<file path="src/rtl/wave_pkg.sv">
// Shared definitions for the wave summer output path: sample width and DAC
// transmitter state encoding.
package wave_pkg;

    localparam int unsigned SAMPLE_W  = 16;
    localparam int unsigned BIT_CNT_W = $clog2(SAMPLE_W);

    typedef enum logic [1:0] {
        IDLE  = 2'd0,
        SHIFT = 2'd1,
        GAP   = 2'd2
    } tx_state_e;

endpackage

</file>
<file path="src/rtl/dac_sclk_div.sv">
// SCLK generator: divides clk by CLK_DIV per half-period and strikes on each
// rise/fall toggle. Held cleared (sclk low) whenever not enabled.
module dac_sclk_div #(
    parameter int unsigned CLK_DIV = 2
) (
    input  logic clk,
    input  logic rst,
    input  logic en,
    output logic sclk,
    output logic rise_c,
    output logic fall_c
);

    localparam int unsigned DIV_W = (CLK_DIV > 1) ? $clog2(CLK_DIV) : 1;

    logic [DIV_W-1:0] div_cnt;
    logic             tick_c;

    assign tick_c = en && (div_cnt == DIV_W'(CLK_DIV - 1));
    assign rise_c = tick_c && !sclk;
    assign fall_c = tick_c && sclk;

    always_ff @(posedge clk) begin
        if (rst || !en) begin
            div_cnt <= '0;
            sclk    <= 1'b0;
        end else if (tick_c) begin
            div_cnt <= '0;
            sclk    <= ~sclk;
        end else begin
            div_cnt <= div_cnt + 1'b1;
        end
    end

endmodule

</file>
<file path="src/rtl/wave_dac_tx.sv">
// Serial DAC transmitter: one-entry holding register feeding a 16-bit MSB-first
// shifter on a CPOL=0/CPHA=0 3-wire link, with an enforced cs_n high gap.
module wave_dac_tx
    import wave_pkg::*;
#(
    parameter int unsigned CLK_DIV    = 2,
    parameter int unsigned CS_GAP     = 4,
    parameter bit          OFFSET_BIN = 1'b0
) (
    input  logic                clk,
    input  logic                rst,
    input  logic [SAMPLE_W-1:0] sample_in,
    input  logic                sample_valid,
    output logic                sample_ready,
    output logic                dac_sclk,
    output logic                dac_din,
    output logic                dac_cs_n,
    output logic                busy,
    output logic                frame_done
);

    localparam int unsigned GAP_W = (CS_GAP > 1) ? $clog2(CS_GAP) : 1;
    localparam logic [SAMPLE_W-1:0] LOAD_MASK = {OFFSET_BIN, {(SAMPLE_W - 1){1'b0}}};

    tx_state_e              state, state_next;
    logic [SAMPLE_W-1:0]    hold_q, hold_next;
    logic [SAMPLE_W-1:0]    shifter_q, shifter_next;
    logic [BIT_CNT_W-1:0]   bit_cnt_q, bit_cnt_next;
    logic [GAP_W-1:0]       gap_cnt_q, gap_cnt_next;
    logic [SAMPLE_W-1:0]    load_word_c;
    logic                   ready_next, cs_n_next, din_next, done_next;
    logic                   accept_c, load_c, last_fall_c, gap_end_c;
    logic                   rise_c, fall_c;

    dac_sclk_div #(
        .CLK_DIV(CLK_DIV)
    ) u_sclk_div (
        .clk   (clk),
        .rst   (rst),
        .en    (state == SHIFT),
        .sclk  (dac_sclk),
        .rise_c(rise_c),
        .fall_c(fall_c)
    );

    assign accept_c    = sample_valid && sample_ready;
    assign load_c      = (state == IDLE) && !sample_ready;
    assign last_fall_c = (state == SHIFT) && fall_c && (bit_cnt_q == BIT_CNT_W'(SAMPLE_W - 1));
    assign gap_end_c   = (state == GAP) && (gap_cnt_q == GAP_W'(CS_GAP - 1));
    assign load_word_c = hold_q ^ LOAD_MASK;

    always_ff @(posedge clk) begin
        if (rst) begin
            state <= IDLE;
        end else begin
            state <= state_next;
        end
    end

    always_comb begin
        state_next = state;
        case (state)
            IDLE:    if (load_c)      state_next = SHIFT;
            SHIFT:   if (last_fall_c) state_next = GAP;
            GAP:     if (gap_end_c)   state_next = IDLE;
            default:                  state_next = IDLE;
        endcase
    end

    // Next values for the registered outputs and datapath
    always_comb begin
        hold_next    = hold_q;
        ready_next   = sample_ready;
        shifter_next = shifter_q;
        bit_cnt_next = bit_cnt_q;
        gap_cnt_next = '0;
        cs_n_next    = dac_cs_n;
        din_next     = dac_din;
        done_next    = 1'b0;

        if (accept_c) begin
            hold_next  = sample_in;
            ready_next = 1'b0;
        end

        case (state)
            IDLE: begin
                if (load_c) begin
                    shifter_next = load_word_c;
                    bit_cnt_next = '0;
                    ready_next   = 1'b1;
                    cs_n_next    = 1'b0;
                    din_next     = load_word_c[SAMPLE_W-1];
                end
            end
            SHIFT: begin
                if (fall_c) begin
                    if (last_fall_c) begin
                        cs_n_next = 1'b1;
                        din_next  = 1'b0;
                        done_next = 1'b1;
                    end else begin
                        shifter_next = {shifter_q[SAMPLE_W-2:0], shifter_q[SAMPLE_W-1]};
                        bit_cnt_next = bit_cnt_q + 1'b1;
                        din_next     = shifter_q[SAMPLE_W-2];
                    end
                end else if (rise_c) begin
                    // DAC captures on this edge; keep the bit steady
                    din_next = dac_din;
                end
            end
            GAP: begin
                gap_cnt_next = gap_end_c ? '0 : gap_cnt_q + 1'b1;
            end
            default: ;
        endcase
    end

    always_ff @(posedge clk) begin
        if (rst) begin
            hold_q       <= '0;
            sample_ready <= 1'b1;
            shifter_q    <= '0;
            bit_cnt_q    <= '0;
            gap_cnt_q    <= '0;
            dac_cs_n     <= 1'b1;
            dac_din      <= 1'b0;
            frame_done   <= 1'b0;
            busy         <= 1'b0;
        end else begin
            hold_q       <= hold_next;
            sample_ready <= ready_next;
            shifter_q    <= shifter_next;
            bit_cnt_q    <= bit_cnt_next;
            gap_cnt_q    <= gap_cnt_next;
            dac_cs_n     <= cs_n_next;
            dac_din      <= din_next;
            frame_done   <= done_next;
            busy         <= (state_next != IDLE);
        end
    end

endmodule

</file>
<file path="config.mk">
export PLATFORM = sky130hd
export DESIGN_NAME = wave_dac_tx
export DESIGN_NICKNAME = d
export VERILOG_FILES = /design/src/rtl/wave_pkg.sv /design/src/rtl/dac_sclk_div.sv /design/src/rtl/wave_dac_tx.sv
export SDC_FILE = /design/constraint.sdc
export NUM_CORES = 1
export LEC_CHECK = 0
export CAP_MARGIN = 30
export CORE_ASPECT_RATIO = 2
export CORE_UTILIZATION = 55
export CTS_BUF_LIST = sky130_fd_sc_hd__clkbuf_4 sky130_fd_sc_hd__clkbuf_8
export DETAILED_ROUTE_END_ITERATION = 6
export GPL_TIMING_DRIVEN = 0
export PLACE_DENSITY = 0.88
export SLEW_MARGIN = 20
export SYNTH_ARGS = -nofsm -noshare
export SYNTH_HDL_FRONTEND = slang
export SYNTH_SLANG_ARGS = --single-unit
</file>
<file path="constraint.sdc">
create_clock -name clk -period 2 [get_ports clk]
set_clock_uncertainty 0.15 [all_clocks]
set_input_delay 0.3 -clock clk [delete_from_list [all_inputs] [get_ports clk]]
set_output_delay 0.3 -clock clk [all_outputs]
set_load 0.02 [all_outputs]
</file>
==> results.toml <==
[status]
status = "finished, final reports clean"

[setup_path]
crit_fanout = 7
cp_slowest_cell = "clkdlybuf4s50_1"
cp-start-kind = "flop"
worst_path_dominant_cell_family = "buffers and inverters"
crit_path_end_kind = "output port"
crit_arrival_ns = 1.49
worst-setup-path-type = "flop to output port"
cp_num_buf_inv = 1
crit_path_cell_trace = "clkdlybuf4s50_1"
required_ns = 1.55
slowest_delay_ns = 0.67

[synthesis]
async_flop_share_pct = 0
ys_types = 33
syn-mean-instance-area_sq_um = 8.90
synth_seq_area_share_pct = 46.6
synth-edff-count = 0
synth_top_area_share_pct = 46.6
synthTopCellsByCount = "67 x nand2_1, 47 x dfxtp_1, 20 x a21oi_1"
synth.area.top_cells = "dfxtp_1 47%, nand2_1 12%, a311oi_2 7.4%, a211oi_1 6.3%, a21oi_1 5.0%"
ys.flop_type = "dfxtp_1"
ys_ff_latch = 47
syn_inst = 227
yosys.area.top_type = "dfxtp_1"
yosysWarningCount = 0
syn_area_sq_mm = 0.00202
synth_most_common_cell = "nand2_1"
syn_nets = 248

[clocking]
cts_buffer_depth = 2
root_buffer = "clkbuf_8"
clk_pin_slew_ns = 0.08
cts_htree_levels = 2
cts-hold-fix-buffers = 0
clock_latency_ns = 0.30
cts.sink_count = 47
numCtsBuffers = 5
cts_tree = "done"
cts_setup_buffers = 0
ctsResizeCount = 0

[flow_run]
max-cap-violations = 0

[power_and_ir_drop]
power_leakage_nw = 0.840
powerDensity_mw_per_mm2 = 843
irDropWorstVdd_uv = 821

[floorplanning]
die_w_microns = 44.8
die_area_sq_mm = 0.00393
row_count = 30
coreArea_sq_mm = 0.00345
io_pins = 25
die_h_microns = 87.7
start_util_pct = 58.5

[grt]
grt-ovfl-total = 0
grtUsageMet1_pct = 31.4
grt_pass1_wl_mm = 8.22
grt_pass1_vias = 1885
use_met2_pct = 48.1
grtUsageMet3_pct = 6.60
grt_max_degree = 15
grt_usage_pct = 28.1
antenna_found_initial = 0
busiest_layer = "met2"

[route]
ant_nets = 0
drt_wl_total_mm = 4.68
drtIter0Drc = 62
drc = 0
detailroute.via_count = 1810
first_pass_iters = 6
wl_per_cell_microns = 15.2
avgViaCountPerCell = 5.90

[sta]
fin_crit_ns = 1.94
slew-limit-headroom_pct = 59.8
worst_slew_pin_slew_ns = 0.603
hold_viol = 0
maxSlewViolCount = 0
timing.final.crit_share_pct = 97.2
fmax_mhz = 515
totalNegativeSetupSlack_ns = 0
worst_slack_ns = 0.0567
rsz0062_at_grt = "no"
setup_violations = 0

[finish]
area_growth_pct = 20.8
antenna_cells = 0
fillers = 275
fin_nets = 279
drive_gt1_share_pct = 12.4
fin_cells = 307
fin_area_sq_mm = 0.00244

[place]
dpl-instance-area_sq_mm = 0.00232
gp_congestion = 0.819
port_buffers = 24
dpl_worst_slack_ns = -0.175
post-place-cells = 299
dp_hpwl_mm = 3.36

[min_path]
hp-class = "flop to flop"
==> flip-flops by register name, indices dropped and copies added, names as in the netlist <==
register	count
hold_q	16
shifter_q	16
bit_cnt_q	4
gap_cnt_q	2
state	2
busy	1
dac_cs_n	1
dac_din	1
frame_done	1
sample_ready	1
u_sclk_div.div_cnt	1
u_sclk_div.sclk	1
==> cell families (layout without fill, tap and decap cells) <==
logic type / count (synthesis) / in the layout / synth area share, %
XOR/XNOR: 1 / 1 / 0.434
flip-flops: 47 / 47 / 46.6
AO/OA/AOI/OAI: 62 / 62 / 24.7
adder cells (fa/ha/maj): 2 / 2 / 1.24
buffers and inverters: 22 / 54 / 6.01
multiplexers: 1 / 1 / 0.496
AND/OR/NAND/NOR: 92 / 92 / 20.6
==> per-layer routing <==
metal	vias up	routed length, microns
met3	19	170
met4	0	173
met5	-	0
li1	869	-
met2	50	2540
met1	872	1790
==> layout by cell type (no fill, tap or decap) <==
master            n
dfxtp_1          47
buf_4             5
or3_1             1
and2b_1           1
o211ai_1          1
a311oi_2         10
clkinv_2          1
o21ai_0           1
mux2i_1           1
a41oi_1           1
nor2_1            3
and4b_4           1
nand3b_1          2
buf_2             4
nand4b_1          1
nor3_1            5
nor3_4            1
a21o_1            2
bufinv_16         1
a211o_1           1
and2_1            1
clkbuf_2          1
xnor2_1           1
nand2_1          67
clkbuf_1          7
buf_1             1
a311oi_1          8
a21oi_1          20
nor3b_1           1
nand2b_1          5
nand3_1           3
o21ai_1           1
clkdlybuf4s50_1  24
a211oi_1         17
buf_6             2
inv_1             2
clkbuf_8          6
ha_1              2
==> power breakdown <==
group,internal [mW],total [mW],switching [mW]
sequential,0.996,1.03,0.0385
clock,0.405,0.720,0.316
combinational,0.137,0.301,0.164
==> stage by stage <==
stage | utilization [%] | hold WS (ns) | power (mW)
CTS | 70.6 | 0.293 | 2.05
global route | 70.6 | 0.327 | 2.13
floorplan | - | 0.258 | 1.25
detailed placement | 67.2 | 0.279 | 1.35
finish | 70.6 | 0.292 | 2.05
global placement | 67.2 | 0.266 | 1.34
==> final timing paths <==
path | start | end | slack, ns | cells past startpoint
worst max register to register | bit_cnt_q[0] | dac_din | 0.20 | 5
worst min-delay path | gap_cnt_q[0] | gap_cnt_q[0] | 0.29 | 1
worst max-delay path | sample_ready | sample_ready | 0.06 | 1
worst min register to register | gap_cnt_q[0] | gap_cnt_q[0] | 0.29 | 1
==> cell type report <==
type / instances / area (sq um) / share of cell area, %
Clock inverter: 2 / 35.0 / 1.44
Inverter: 2 / 7.51 / 0.308
Sequential cell: 47 / 941 / 38.6
Tap cell: 48 / 60.1 / 2.46
Timing Repair Buffer: 24 / 240 / 9.85
Clock buffer: 6 / 82.6 / 3.39
Multi-Input combinational cell: 158 / 957 / 39.3
Buffer: 20 / 115 / 4.72
(Power assumes the default switching activity.)
